<file path="config.mk">
export PLATFORM = sky130hd
export DESIGN_NAME = sdram_arbiter
export DESIGN_NICKNAME = d
export VERILOG_FILES = /design/src/rtl/sdram_arbiter.sv
export SDC_FILE = /design/constraint.sdc
export NUM_CORES = 1
export LEC_CHECK = 0
export CORE_MARGIN = 5
export CORE_UTILIZATION = 35
export DETAILED_ROUTE_END_ITERATION = 8
export PLACE_DENSITY = 0.68
export SETUP_SLACK_MARGIN = 0.02
export SLEW_MARGIN = 20
export SYNTH_ARGS = -nofsm -noshare
export SYNTH_HDL_FRONTEND = slang
export SYNTH_SLANG_ARGS = --single-unit
</file>
<file path="constraint.sdc">
create_clock -name clk_64 -period 2.1 [get_ports clk_64]
set_input_delay 0.21 -clock clk_64 [delete_from_list [all_inputs] [get_ports clk_64]]
set_output_delay 0.21 -clock clk_64 [all_outputs]
set_load 0.005 [all_outputs]
</file>
<file path="src/rtl/sdram_arbiter.sv">
// Two-port slot arbiter in front of the MiST SDRAM controller. Grants at most one port per
// 8 MHz chipset slot, holds the request for the slot and returns read data at a fixed phase.
module sdram_arbiter #(
   parameter int DATA_PHASE = 5,
   parameter bit FIXED_PRIO = 1'b0
) (
   input  logic        clk_64,
   input  logic        init,
   input  logic        clk_8,
   input  logic        a_req,
   input  logic        a_we,
   input  logic [23:0] a_addr,
   input  logic [1:0]  a_ds,
   input  logic [15:0] a_din,
   output logic [15:0] a_dout,
   output logic        a_ack,
   input  logic        b_req,
   input  logic        b_we,
   input  logic [23:0] b_addr,
   input  logic [1:0]  b_ds,
   input  logic [15:0] b_din,
   output logic [15:0] b_dout,
   output logic        b_ack,
   output logic        oe,
   output logic        we,
   output logic [23:0] addr,
   output logic [1:0]  ds,
   output logic [15:0] din,
   input  logic [15:0] dout
);

   typedef enum logic {PORT_A = 1'b0, PORT_B = 1'b1} port_e;

   localparam logic [2:0] PH_DATA = 3'(DATA_PHASE);
   localparam logic [2:0] PH_MAX  = 3'd7;

   logic        clk_8d_q, clk_8d_d;
   logic [2:0]  ph_q, ph_d;
   logic        busy_q, busy_d;
   port_e       gnt_q, gnt_d;
   port_e       last_q, last_d;
   logic        oe_q, oe_d;
   logic        we_q, we_d;
   logic [23:0] addr_q, addr_d;
   logic [1:0]  ds_q, ds_d;
   logic [15:0] din_q, din_d;
   logic [15:0] a_dout_q, a_dout_d;
   logic [15:0] b_dout_q, b_dout_d;
   logic        a_ack_q, a_ack_d;
   logic        b_ack_q, b_ack_d;

   logic        slot_edge;
   logic        any_req;
   logic        done;
   port_e       pick;

   assign slot_edge = clk_8 & ~clk_8d_q;
   assign any_req   = a_req | b_req;
   assign done      = busy_q && (ph_q == PH_DATA);

   // Round-robin hands contention to whichever port did not win the last granted slot.
   always_comb begin
      pick = PORT_A;
      if (a_req && b_req) begin
         if (FIXED_PRIO) pick = PORT_A;
         else            pick = (last_q == PORT_A) ? PORT_B : PORT_A;
      end else if (b_req) begin
         pick = PORT_B;
      end
   end

   always_comb begin
      clk_8d_d = clk_8;
      ph_d     = ph_q;
      busy_d   = busy_q;
      gnt_d    = gnt_q;
      last_d   = last_q;
      oe_d     = oe_q;
      we_d     = we_q;
      addr_d   = addr_q;
      ds_d     = ds_q;
      din_d    = din_q;
      a_dout_d = a_dout_q;
      b_dout_d = b_dout_q;
      a_ack_d  = 1'b0;
      b_ack_d  = 1'b0;

      if (slot_edge)          ph_d = 3'd0;
      else if (ph_q != PH_MAX) ph_d = ph_q + 3'd1;

      if (done) begin
         busy_d = 1'b0;
         if (gnt_q == PORT_A) begin
            a_ack_d = 1'b1;
            if (!we_q) a_dout_d = dout;
         end else begin
            b_ack_d = 1'b1;
            if (!we_q) b_dout_d = dout;
         end
      end

      // Downstream signals only move at slot start; an idle slot keeps addr/din.
      if (slot_edge) begin
         if (any_req) begin
            busy_d = 1'b1;
            gnt_d  = pick;
            last_d = pick;
            if (pick == PORT_A) begin
               oe_d   = ~a_we;
               we_d   = a_we;
               addr_d = a_addr;
               ds_d   = a_ds;
               din_d  = a_din;
            end else begin
               oe_d   = ~b_we;
               we_d   = b_we;
               addr_d = b_addr;
               ds_d   = b_ds;
               din_d  = b_din;
            end
         end else begin
            busy_d = 1'b0;
            oe_d   = 1'b0;
            we_d   = 1'b0;
            ds_d   = 2'b00;
         end
      end
   end

   // clk_8d resets high so a clk_8 already high at release is not taken as a slot edge.
   always_ff @(posedge clk_64) begin
      if (init) begin
         clk_8d_q <= 1'b1;
         ph_q     <= PH_MAX;
         busy_q   <= 1'b0;
         gnt_q    <= PORT_A;
         last_q   <= PORT_B;
         oe_q     <= 1'b0;
         we_q     <= 1'b0;
         addr_q   <= '0;
         ds_q     <= '0;
         din_q    <= '0;
         a_dout_q <= '0;
         b_dout_q <= '0;
         a_ack_q  <= 1'b0;
         b_ack_q  <= 1'b0;
      end else begin
         clk_8d_q <= clk_8d_d;
         ph_q     <= ph_d;
         busy_q   <= busy_d;
         gnt_q    <= gnt_d;
         last_q   <= last_d;
         oe_q     <= oe_d;
         we_q     <= we_d;
         addr_q   <= addr_d;
         ds_q     <= ds_d;
         din_q    <= din_d;
         a_dout_q <= a_dout_d;
         b_dout_q <= b_dout_d;
         a_ack_q  <= a_ack_d;
         b_ack_q  <= b_ack_d;
      end
   end

   assign oe     = oe_q;
   assign we     = we_q;
   assign addr   = addr_q;
   assign ds     = ds_q;
   assign din    = din_q;
   assign a_dout = a_dout_q;
   assign b_dout = b_dout_q;
   assign a_ack  = a_ack_q;
   assign b_ack  = b_ack_q;

endmodule
</file>
==> results.json <==
{
  "drtIter0Drc": 149,
  "clk_path_buf_depth": 2,
  "synth-seq-area-share_pct": 48.1,
  "antenna_found_initial": 0,
  "cts_buffers": 9,
  "hold_path_class": "input port to flip-flop",
  "syn_area_per_cell_sq_um": 8.76,
  "rsz0062_at_grt": "no",
  "hold_viol_final": 0,
  "grt_pass1_vias": 3760,
  "drv_slew": 0,
  "synth_cell_types": 29,
  "endpoint_kind": "flip-flop",
  "register_area_sq_um": 1700,
  "grt_first_pass_wirelength_mm": 18.6,
  "placedCellCount": 695,
  "drt-total-wl_mm": 11.5,
  "num_rows": 36,
  "setup_tns_ns": 0,
  "cts.sinks": 85,
  "rr_endpoint": "b_dout[2]",
  "postCtsResizedCells": 0,
  "relSlewSlack_pct": 66.6,
  "dpl_worst_slack_ns": 0.245,
  "ys_ff_latch": 85,
  "ioPinCount": 185,
  "vias_per_cell": 5.05,
  "fmax_ghz": 0.616,
  "grt_max_degree": 48,
  "fp.dieW_microns": 111,
  "stdcell_count": 711,
  "clk_latency_ns": 0.35,
  "yosysWarnings": 0,
  "cap_violations": 0,
  "power.density_nw_per_um2": 658,
  "ant_nets": 0,
  "period_share_pct": 77.3,
  "h-tree-depth": 3,
  "postCtsSetupRepairBufs": 0,
  "clkSlewWorstSetupHoldPaths_ns": 0.08,
  "worstPathMaxFanout": 16,
  "hold_depth": 4,
  "final_cell_mix": "clkdlybuf4s50_1, nand2_1, dfxtp_1, a21oi_1, a311oi_1",
  "multiInputGateArea_sq_um": 1670,
  "worstHoldStart": "init",
  "track_usage_pct": 18.2,
  "portBuffers": 184,
  "avgRoutedWirePerCell_microns": 16.1,
  "drcViolationCount": 0,
  "dp_hpwl_mm": 8.38,
  "whs_endpoint": "a_dout[15]",
  "root_buffer": "clkbuf_8",
  "syn-instance-count": 404,
  "start_util_pct": 36.1,
  "cp.arrival_ns": 1.85,
  "cts_tree": "done",
  "final_util_pct": 58.5,
  "layout_commonest_cell": "clkdlybuf4s50_1",
  "fillerInstances": 912,
  "dr.pass1.iters": 4,
  "core_sq_um": 9820,
  "power_mw": 3.78,
  "rrSetupSlack_ns": 0.48,
  "fin_crit_ns": 1.62,
  "gp_congestion": 0.816,
  "tightest_slew_ns": 0.501,
  "critPathKind": "flip-flop to flip-flop",
  "synth_area_sq_um": 3540,
  "cp.required_ns": 2.32,
  "overflow": 0,
  "drive_above_1_share_pct": 6.23,
  "finalSetupViolCount": 0,
  "worst_slack_ns": 0.476,
  "fin_skew_ns": 0.0143,
  "antenna_cells": 0,
  "reg2regPathDepth": 5,
  "synthesis.nets": 514,
  "leakage_nw": 2.16,
  "die_h_microns": 111,
  "fin_hold_ws_ns": 0.337,
  "dieArea_sq_um": 12200,
  "vias": 3591,
  "status": "completed",
  "cp-start-kind": "flip-flop",
  "syn_to_final_growth_pct": 62.4,
  "r2r_start": "ph_q[0]",
  "place_area_sq_um": 5520,
  "postLayoutCellArea_sq_um": 5750,
  "ir_worst_vdd_uv": 422,
  "layout.nets": 683,
  "ctsHoldBuffers": 0
}
==> layer usage <==
| metal | track usage [%] | up-vias | share of wire, % |
|---|---|---|---|
| met5 | 0 | - | 0 |
| met4 | 6.16 | 0 | 2.0 |
| met3 | 8.26 | 20 | 10 |
| met2 | 30.0 | 161 | 47 |
| met1 | 20.8 | 1659 | 41 |
| li1 | - | 1751 | - |
==> area by class of cell <==
cell class | count | share of cell area, %
Multi-Input combinational cell | 281 | 29.0
Sequential cell | 85 | 29.6
Clock buffer | 10 | 2.39
Timing Repair Buffer | 194 | 34.3
Clock inverter | 6 | 1.63
Inverter | 2 | 0.131
Tap cell | 133 | 2.89
==> cell usage after synthesis <==
library cell  number  area (sq um)
nand3_2            1          10.0
nor3_2             1          10.0
or3b_1             1          8.76
a21bo_2            1          10.0
o2bb2ai_1          3          26.3
clkbuf_1          15          56.3
inv_2              1          3.75
nor2_1             4          15.0
buf_6              2          22.5
or2_2              2          12.5
xor2_1             1          8.76
nor3_1             1          5.00
a21oi_1           43           215
o21ai_0            5          25.0
inv_1              1          3.75
buf_1              1          3.75
a32o_1             1          10.0
a21boi_2           1          11.3
nor3b_1            1          7.51
mux2i_1           36           360
nand2_1          130           488
a311oi_1          40           350
nand3_1            4          20.0
buf_12             1          20.0
buf_2             17          85.1
nor2b_1            1          6.26
dfxtp_1           85          1700
nand2b_1           1          6.26
ha_1               3          37.5
==> sequential cells by signal, summed over array words and instances, names as in the netlist <==
name and cells:
last_q 1, a_ack 1, b_dout 16, gnt_q 1, oe 1, ds 2
clk_8d_q 1, ph_q 3, a_dout 16, busy_q 1, we 1, b_ack 1
addr 24, din 16
==> critical path: stages, from the launching register on <==
cell and delay (ns):
dfxtp_1 0.39, ha_1 0.21, nand3_2 0.13, or3b_1 0.39
buf_4 0.23, mux2i_1 0.15
==> logic make-up (layout without fill, tap and decap cells) <==
group | Yosys count | count (layout) | synth area share, %
compound gates | 94 | 94 | 18.3
xor+xnor | 1 | 1 | 0.247
fa+ha+maj | 3 | 3 | 1.06
buf+inv | 38 | 212 | 5.51
flops | 85 | 85 | 48.1
mux | 36 | 36 | 10.2
simple gates | 147 | 147 | 16.6
==> where the power goes <==
group,internal (mW),switching (mW),total [mW]
Combinational,0.417,0.305,0.722
Clock,0.713,0.596,1.31
Sequential,1.69,0.0592,1.75
Total,2.82,0.960,3.78
==> worst max-delay path by stage <==
stage                     depth (start not counted)         end  startpoint  slack (ns)
after global routing                              5   b_dout[6]     ph_q[0]        0.37
after floorplan                                   5  a_dout[10]     ph_q[0]        0.54
after detailed placement                          5    addr[16]       b_req        0.25
after CTS                                         5   b_dout[2]     ph_q[0]        0.45
final                                             5   b_dout[2]     ph_q[0]        0.48
after global placement                            5     addr[7]       b_req        0.36
Power figures use the tool's default switching activity.
